### src/rtl/spispy_pkg.sv
// Shared definitions for the SPI-spy logging path: serializer FSM states, frame
// sizes, ASCII framing bytes and a nibble-to-hex helper the user parser also uses.
package spispy_pkg;

    typedef enum logic [1:0] {
        ST_IDLE,
        ST_LOAD,
        ST_SEND,
        ST_GAP
    } serState_t;

    localparam int BIN_FRAME_LEN = 4;
    localparam int HEX_FRAME_LEN = 10;

    localparam logic [7:0] ASCII_CR = 8'h0D;
    localparam logic [7:0] ASCII_LF = 8'h0A;

    // Uppercase ASCII: 0-9 -> '0'..'9', A-F -> 'A'..'F'.
    function automatic logic [7:0] nibbleToHex(input logic [3:0] nibble);
        if (nibble < 4'd10) begin
            return 8'h30 + {4'h0, nibble};
        end
        return 8'h37 + {4'h0, nibble};
    endfunction

endpackage

### src/rtl/sync_fifo.sv
// Single-clock FIFO with occupancy count and show-ahead read data; a read and a
// write in the same cycle are both honoured, even when the FIFO is full.
module sync_fifo import spispy_pkg::*; #(
    parameter int WIDTH = 32,
    parameter int DEPTH = 16
) (
    input  logic                   clk,
    input  logic                   reset,
    input  logic                   i_wrEn,
    input  logic [WIDTH-1:0]       i_wrData,
    input  logic                   i_rdEn,
    output logic [WIDTH-1:0]       o_rdData,
    output logic [$clog2(DEPTH):0] o_count,
    output logic                   o_full,
    output logic                   o_empty
);

    localparam int AW = $clog2(DEPTH);

    logic [WIDTH-1:0] r_mem [DEPTH];
    logic [AW-1:0]    r_wrPtr;
    logic [AW-1:0]    r_rdPtr;
    logic [AW:0]      r_count;
    logic             w_doWrite;
    logic             w_doRead;

    assign o_full    = (r_count == (AW+1)'(DEPTH));
    assign o_empty   = (r_count == '0);
    assign w_doRead  = i_rdEn && !o_empty;
    // The slot freed by a same-cycle read lets a full FIFO accept the write.
    assign w_doWrite = i_wrEn && (!o_full || w_doRead);
    assign o_rdData  = r_mem[r_rdPtr];
    assign o_count   = r_count;

    always_ff @(posedge clk or posedge reset) begin
        if (reset) begin
            r_wrPtr <= '0;
            r_rdPtr <= '0;
            r_count <= '0;
        end else begin
            if (w_doWrite) begin
                r_wrPtr <= r_wrPtr + 1'b1;
            end
            if (w_doRead) begin
                r_rdPtr <= r_rdPtr + 1'b1;
            end
            if (w_doWrite && !w_doRead) begin
                r_count <= r_count + 1'b1;
            end else if (w_doRead && !w_doWrite) begin
                r_count <= r_count - 1'b1;
            end
        end
    end

    always_ff @(posedge clk) begin
        if (w_doWrite) begin
            r_mem[r_wrPtr] <= i_wrData;
        end
    end

endmodule

### src/rtl/spi_log_serializer.sv
// Serializes buffered SPI flash read events into binary or ASCII-hex frames on the
// shared serial transmit port, slotting user parser bytes in between frames.
module spi_log_serializer import spispy_pkg::*; #(
    parameter int DEPTH    = 16,
    parameter int HEX_MODE = 0
) (
    input  logic                   clk,
    input  logic                   reset,
    input  logic                   log_strobe,
    input  logic [23:0]            log_addr,
    input  logic [7:0]             log_len,
    input  logic                   pause,
    input  logic [7:0]             user_txd,
    input  logic                   user_txd_strobe,
    output logic                   user_txd_ready,
    output logic [7:0]             uart_txd,
    output logic                   uart_txd_strobe,
    input  logic                   uart_txd_ready,
    output logic [$clog2(DEPTH):0] fifo_count,
    output logic [7:0]             dropped,
    output logic                   overflow
);

    localparam logic [3:0] NBYTES = (HEX_MODE != 0) ? 4'(HEX_FRAME_LEN) : 4'(BIN_FRAME_LEN);

    serState_t   r_state;
    serState_t   w_nextState;
    logic [31:0] r_frame;
    logic [3:0]  r_byteIdx;
    logic [7:0]  r_uartTxd;
    logic        r_uartStrobe;
    logic [7:0]  r_dropped;
    logic        r_overflow;

    logic [31:0] w_fifoHead;
    logic        w_fifoFull;
    logic        w_fifoEmpty;
    logic        w_pop;
    logic        w_drop;
    logic        w_emit;
    logic        w_userAccept;
    logic        w_userReady;
    logic [3:0]  w_nibble;
    logic [7:0]  w_frameByte;

    sync_fifo #(
        .WIDTH (32),
        .DEPTH (DEPTH)
    ) u_eventFifo (
        .clk      (clk),
        .reset    (reset),
        .i_wrEn   (log_strobe),
        .i_wrData ({log_addr, log_len}),
        .i_rdEn   (w_pop),
        .o_rdData (w_fifoHead),
        .o_count  (fifo_count),
        .o_full   (w_fifoFull),
        .o_empty  (w_fifoEmpty)
    );

    assign w_drop = log_strobe && w_fifoFull && !w_pop;

    always_comb begin
        w_nextState  = r_state;
        w_pop        = 1'b0;
        w_emit       = 1'b0;
        w_userAccept = 1'b0;
        w_userReady  = 1'b0;
        case (r_state)
            ST_IDLE: begin
                if (!w_fifoEmpty && !pause) begin
                    w_nextState = ST_LOAD;
                end else begin
                    // A log event arriving this cycle outranks a user byte offered alongside it.
                    w_userReady = uart_txd_ready && !pause && !log_strobe && !reset;
                    if (user_txd_strobe && w_userReady) begin
                        w_userAccept = 1'b1;
                        w_nextState  = ST_GAP;
                    end
                end
            end
            ST_LOAD: begin
                w_pop       = 1'b1;
                w_nextState = ST_SEND;
            end
            ST_SEND: begin
                if (uart_txd_ready) begin
                    w_emit      = 1'b1;
                    w_nextState = ST_GAP;
                end
            end
            ST_GAP: begin
                w_nextState = (r_byteIdx < NBYTES) ? ST_SEND : ST_IDLE;
            end
            default: w_nextState = ST_IDLE;
        endcase
    end

    always_comb begin
        w_nibble    = r_frame[5'd31 - {r_byteIdx[2:0], 2'b00} -: 4];
        w_frameByte = 8'h00;
        if (HEX_MODE != 0) begin
            if (r_byteIdx == 4'd8) begin
                w_frameByte = ASCII_CR;
            end else if (r_byteIdx == 4'd9) begin
                w_frameByte = ASCII_LF;
            end else begin
                w_frameByte = nibbleToHex(w_nibble);
            end
        end else begin
            w_frameByte = r_frame[5'd31 - {r_byteIdx[1:0], 3'b000} -: 8];
        end
    end

    always_ff @(posedge clk or posedge reset) begin
        if (reset) begin
            r_state      <= ST_IDLE;
            r_frame      <= '0;
            r_byteIdx    <= '0;
            r_uartTxd    <= '0;
            r_uartStrobe <= 1'b0;
        end else begin
            r_state      <= w_nextState;
            r_uartStrobe <= w_emit || w_userAccept;
            if (w_pop) begin
                r_frame   <= w_fifoHead;
                r_byteIdx <= '0;
            end
            if (w_emit) begin
                r_uartTxd <= w_frameByte;
                r_byteIdx <= r_byteIdx + 4'd1;
            end
            // Parking the index at the frame end sends the following gap straight back to idle.
            if (w_userAccept) begin
                r_uartTxd <= user_txd;
                r_byteIdx <= NBYTES;
            end
        end
    end

    always_ff @(posedge clk or posedge reset) begin
        if (reset) begin
            r_dropped  <= '0;
            r_overflow <= 1'b0;
        end else if (w_drop) begin
            r_overflow <= 1'b1;
            if (r_dropped != 8'hFF) begin
                r_dropped <= r_dropped + 8'd1;
            end
        end
    end

    assign user_txd_ready  = w_userReady;
    assign uart_txd        = r_uartTxd;
    assign uart_txd_strobe = r_uartStrobe;
    assign dropped         = r_dropped;
    assign overflow        = r_overflow;

endmodule

### config.mk
export PLATFORM = sky130hd
export DESIGN_NAME = spi_log_serializer
export DESIGN_NICKNAME = d
export VERILOG_FILES = /design/src/rtl/spispy_pkg.sv /design/src/rtl/sync_fifo.sv /design/src/rtl/spi_log_serializer.sv
export SDC_FILE = /design/constraint.sdc
export NUM_CORES = 1
export LEC_CHECK = 0
export ABC_AREA = 1
export CAP_MARGIN = 20
export CORE_ASPECT_RATIO = 0.5
export CORE_MARGIN = 2
export CORE_UTILIZATION = 45
export CTS_BUF_LIST = sky130_fd_sc_hd__clkbuf_16
export CTS_CLUSTER_DIAMETER = 100
export CTS_CLUSTER_SIZE = 40
export DETAILED_ROUTE_END_ITERATION = 8
export SYNTH_ARGS = -nofsm -noshare
export SYNTH_HDL_FRONTEND = slang
export SYNTH_SLANG_ARGS = --single-unit
### constraint.sdc
create_clock -name clk -period 4.28 [get_ports clk]
set_input_delay 0.856 -clock clk [delete_from_list [all_inputs] [get_ports clk]]
set_output_delay 0.856 -clock clk [all_outputs]
set_load 0.005 [all_outputs]
# Yosys cells after proc, flatten, opt, wreduce, memory -nomap -nowiden
# Memories as Yosys holds them, arrays and structs flattened. A register that Yosys moved wholly into a read port is not among the register bits.
# Cells that the tools add are included.
[totals]
inputBits = 46
ram_bits = 512
out_inout_bits = 24
reg_bits = 37
memories = 1
[op_classes]
n_shift = 1
magnitude_cmp = 1
reduce_logical = 28
n_addsub = 7
n_mux = 22
n_eq_ne = 7
[mem_list]
columns = ["name", "depth", "width", "rd", "rd_clocked_by_memory_dff", "wr", "line_no", "rtl"]
rows = [
  ["u_eventFifo.r_mem", 16, 32, 1, 1, 1, "sync_fifo.sv:20", "logic [WIDTH-1:0] r_mem [DEPTH];"],
]
[op_table]
columns = ["cell", "n"]
rows = [
  ["39-bit by 6-bit variable part select with 8-bit output", 1],
  ["8-bit 2-to-1 mux", 2],
  ["4-bit by 1-bit adder with 4-bit output, second input constant", 3],
  ["4-bit 2-to-1 mux", 3],
  ["1-bit logical AND", 11],
  ["1-bit 2-to-1 mux", 10],
  ["5-bit 2-to-1 mux", 2],
  ["8-bit by 1-bit adder with 8-bit output, second input constant", 1],
  ["1-bit zero test", 8],
  ["2-bit 2-to-1 mux", 4],
  ["8-bit != test, second input constant", 1],
  ["2-bit case mux with 4 select lines", 1],
  ["5-bit by 1-bit adder with 5-bit output, second input constant", 1],
  ["5-bit == test, second input constant", 1],
  ["5-bit zero test", 1],
  ["5-bit by 1-bit subtractor with 5-bit output, second input constant", 1],
  ["5-bit subtractor, first input constant", 1],
  ["2-bit == test, second input constant", 2],
  ["4-bit by 3-bit less-than comparator with 1-bit output, second input constant", 1],
  ["2-bit AND reduction", 2],
  ["2-bit nonzero test", 2],
  ["3-bit != test, second input constant", 1],
  ["3-bit nonzero test", 1],
  ["2-bit by 1-bit == test with 1-bit output, second input constant", 1],
  ["3 further kinds", 4],
]

# Depth between registers and ports, before layout
[logic_depth]
ltp_word = 9
ltp_mapped = 15

# Cells and area by module
# Synthesis repeated with hierarchy kept, for this count alone.
[hier_totals]
hier_cells = 2494
area_unflattened_um2 = 25027.8
[by_module_without_submodules]
columns = ["module", "area_each_um2", "seq_area_each_um2", "n_inst", "cells_each"]
rows = [
  ["sync_fifo", 22205.0, 15700.1, 1, 2124],
  ["spi_log_serializer", 2822.7, 1401.3, 1, 370],
]

# Worst setup path after synthesis
# No wires, ideal clock.
[synth_path]
path_type = "input port to output port"
from = "input reset"
to = "output user_txd_ready"
required_ps = 3424
stages = 3
slack_ps = 767
arrival_ps = 2657
n_path_buf = 0
cell_sequence = "inv_1 nand3_1 nor2_1"
[synth_via]
elab_chain_len = 4
[synth_lines]
columns = ["item", "line_no", "rtl"]
rows = [
  ["from (decl)", "spi_log_serializer.sv:8", "input logic reset,"],
  ["1-bit zero test (no source line)", "-", ""],
  ["1-bit logical AND", "spi_log_serializer.sv:75", "w_userReady = uart_txd_ready && !pause && !log_strobe && !reset;"],
  ["1-bit 2-to-1 mux", "spi_log_serializer.sv:71", "if (!w_fifoEmpty && !pause) begin"],
  ["1-bit 2-to-1 mux", "spi_log_serializer.sv:69", "case (r_state)"],
  ["to (decl)", "spi_log_serializer.sv:15", "output logic user_txd_ready,"],
]
# No other way between the ends.

# Worst setup path after layout
[layout_path]
from = "input uart_txd_ready"
to = "output user_txd_ready"
[layout_via]
elab_chain_len = 5
[layout_lines]
columns = ["item", "line_no", "rtl"]
rows = [
  ["from (decl)", "spi_log_serializer.sv:18", "input logic uart_txd_ready,"],
  ["1-bit logical AND (3 in a row)", "spi_log_serializer.sv:75", ""],
  ["1-bit 2-to-1 mux", "spi_log_serializer.sv:71", ""],
  ["1-bit 2-to-1 mux", "spi_log_serializer.sv:69", ""],
]
# No other way between the ends.

==> run summary <==
status: finished, final reports clean
CORE AREA: 52100 um2
critical-path maximum fanout: 2
Layout area overhead: 8.52%
Period minus WS final: 3090 ps
Root Driver: clkbuf_16
Post-CTS Hold Fix Bufs: 0
input/output buffers: 69
Post-Syn Area: 23800 um2
CTS tree: yes
Ant. Diodes: 0
Max Slew Vio Count: 0
R2R Setup Slk: 1590 ps
synth unique cells: 28
Crit Reg-Reg Endpoint: r_frame[26]
CP Class: in2out
Final ANT Viol Nets: 0
Hold Crit Start: overflow
sequential element share of the synthesized area: 71.8%
worst flop-to-flop path startpoint: u_eventFifo.r_rdPtr[2]
number of fill cells: 4627
peak supply drop: 0.358 mV
Num CTS Buffers: 18
Post-layout nets: 2171
Synth area leader: edfxtp_1
slew margin rel.: 23.5%
most frequent cells in the layout: nand2_1 (849), edfxtp_1 (512), nand3_1 (349), clkdlybuf4s50_1 (69), dfrtp_1 (67)
Sink Count: 581
post-synthesis register bit count: 581
wire length of the first global-routing pass: 88900 um
RSZ-0062 raised after global routing: false
pin count of the biggest net entering global routing: 122
Initial Utilization: 45.7%
I/O Pins: 70
Final Skew: 49.5 ps
CP endpoint kind: output port
insertion delay to the later sink of the worst-skew pair: 610 ps
dpl ws: 988 ps
Final Hold Viols: 0
Detailed Place HPWL: 34600 um
share of the synthesized area in the top cell type: 64.5%
gr usage total: 21.3%
Vias/cell: 5.37
synthesized net count: 2158
clk slew on worst S/H paths: 140 ps
Die Area: 54900 um2
Die Wd: 329 um
Worst Hold Depth: 2
MaxCap Viol Count: 0
Rows: 59
via count: 15200
reg2reg path depth: 7
post-CTS setup buffer count: 0
Final Cycle Share: 72.1%
CP required: 3420 ps
initial antenna violation count: 0
Routability Congestion: 0.797
Worst Path Arrival: 2230 ps
Chip Height: 167 um
final WL: 58700 um
share of cells above drive strength 1: 4.33%
Yosys warnings: 0
Synth area leaders: edfxtp_1 (65%), nand2_1 (13%), nand3_1 (7.3%)
commonest non-fill, non-tap cell in the layout: nand2_1
DRC: 0
router iterations before antenna repair: 8
vias in the first global route: 14400
hold crit path type: reg2reg
hold worst-path end: overflow
Avg Inst Size Synth: 11.3 um2
final critical-path setup slack: 1190 ps
initial DRC count: 1652
number of gates resized after CTS: 0
CTS H-tree depth: 1
Finish-stage setup viols: 0
worst-margin pin slew: 1150 ps
Fmax achieved: 324 MHz
WL/cell: 20.8 um
Power Dens Cells: 599 nW/um2
setup_tns: 0 ps
Max Buffers Root-to-Sink: 3
Worst Setup Start Kind: primary input
Congestion Overflow GR: 0
Lkg Pwr: 9.68 nW
cell count after synthesis: 2100
-- metal layers --
| layer | global-route usage, % | vias up | wire, um |
|---|---|---|---|
| met4 | 3.26 | 0 | 844 |
| met3 | 3.18 | 43 | 4030 |
| li1 | - | 7186 | - |
| met1 | 32.5 | 7487 | 27100 |
| met2 | 33.0 | 470 | 26700 |
| met5 | 0 | - | 0 |
-- metrics by stage --
| stage | hold WS, ps | power (mW) | std cells | utilization [%] | area (um2) |
|---|---|---|---|---|---|
| floorplan | 444 | 11.2 | 2100 | - | 23800 |
| global placement | 464 | 13.1 | 2794 | 48.6 | 25300 |
| detailed placement | 461 | 13.2 | 2794 | 48.6 | 25300 |
| CTS | 496 | 15.6 | 2826 | 49.6 | 25900 |
| global route | 524 | 16.4 | 2826 | 49.6 | 25900 |
| finish | 494 | 15.5 | 2826 | 49.6 | 25900 |
-- report_power, final --
part	internal (mW)	total, mW	switching [mW]
registers	6.90	7.38	0.485
clock network	0.806	2.45	1.64
logic	1.69	5.66	3.98
-- worst max-delay path by stage --
stage	cells past startpoint	end	from	slack [ps]
5_1_grt	6	user_txd_ready	u_eventFifo.o_count[0]	1080
4_1_cts	6	user_txd_ready	uart_txd_ready	1200
3_3_place_gp	6	u_eventFifo.r_mem[11][7]	log_strobe	1020
3_5_place_dp	6	u_eventFifo.r_mem[8][29]	log_strobe	990
6_report	6	user_txd_ready	uart_txd_ready	1190
2_1_floorplan	3	user_txd_ready	reset	770
-- synth_stat cells --
cell / number
o21bai_1: 1
inv_1: 28
buf_4: 17
inv_4: 2
ha_1: 11
nor3_1: 2
nand3_1: 349
fa_1: 1
nand3_2: 1
xnor2_1: 5
clkbuf_1: 15
inv_2: 4
buf_1: 13
a21oi_1: 42
nor2_2: 1
dfrtp_1: 69
nor2_1: 54
o21ai_0: 30
buf_12: 1
nand2_1: 849
o311ai_0: 1
a31oi_1: 2
nor2_4: 2
buf_6: 12
nand4_1: 6
buf_2: 58
xor2_1: 12
edfxtp_1: 512
-- worst max-delay path, stage by stage --
cell and delay (ps):
clkdlybuf4s50_1 490, inv_1 60, nor2_1 110, nand3_1 90, nor2_1 120, clkdlybuf4s50_1 510
-- cell families after synthesis --
family / synth area share, %
flip-flops: 71.8
AO/OA/AOI/OAI: 1.63
AND/OR/NAND/NOR: 21.9
buffers and inverters: 3.40
adder cells (fa/ha/maj): 0.662
XOR/XNOR: 0.625
-- cell type report --
type | count | area, um2 | area share, %
clock buffer | 18 | 450 | 1.74
sequential | 581 | 17100 | 66.2
multi-input combinational | 1369 | 6050 | 23.4
clock inverter | 14 | 81.3 | 0.314
timing repair buffer | 109 | 1150 | 4.46
tap | 701 | 877 | 3.39
inverter | 34 | 144 | 0.556
-- state kept, by name (all words and copies together), names as in the netlist --
name                 cells
u_eventFifo.r_rdPtr      4
dropped                  8
r_state                  2
uart_txd                 8
u_eventFifo.r_mem      512
overflow                 1
r_byteIdx                4
uart_txd_strobe          1
u_eventFifo.o_count      5
u_eventFifo.r_wrPtr      4
r_frame                 32
Power figures use the tool's default switching activity.
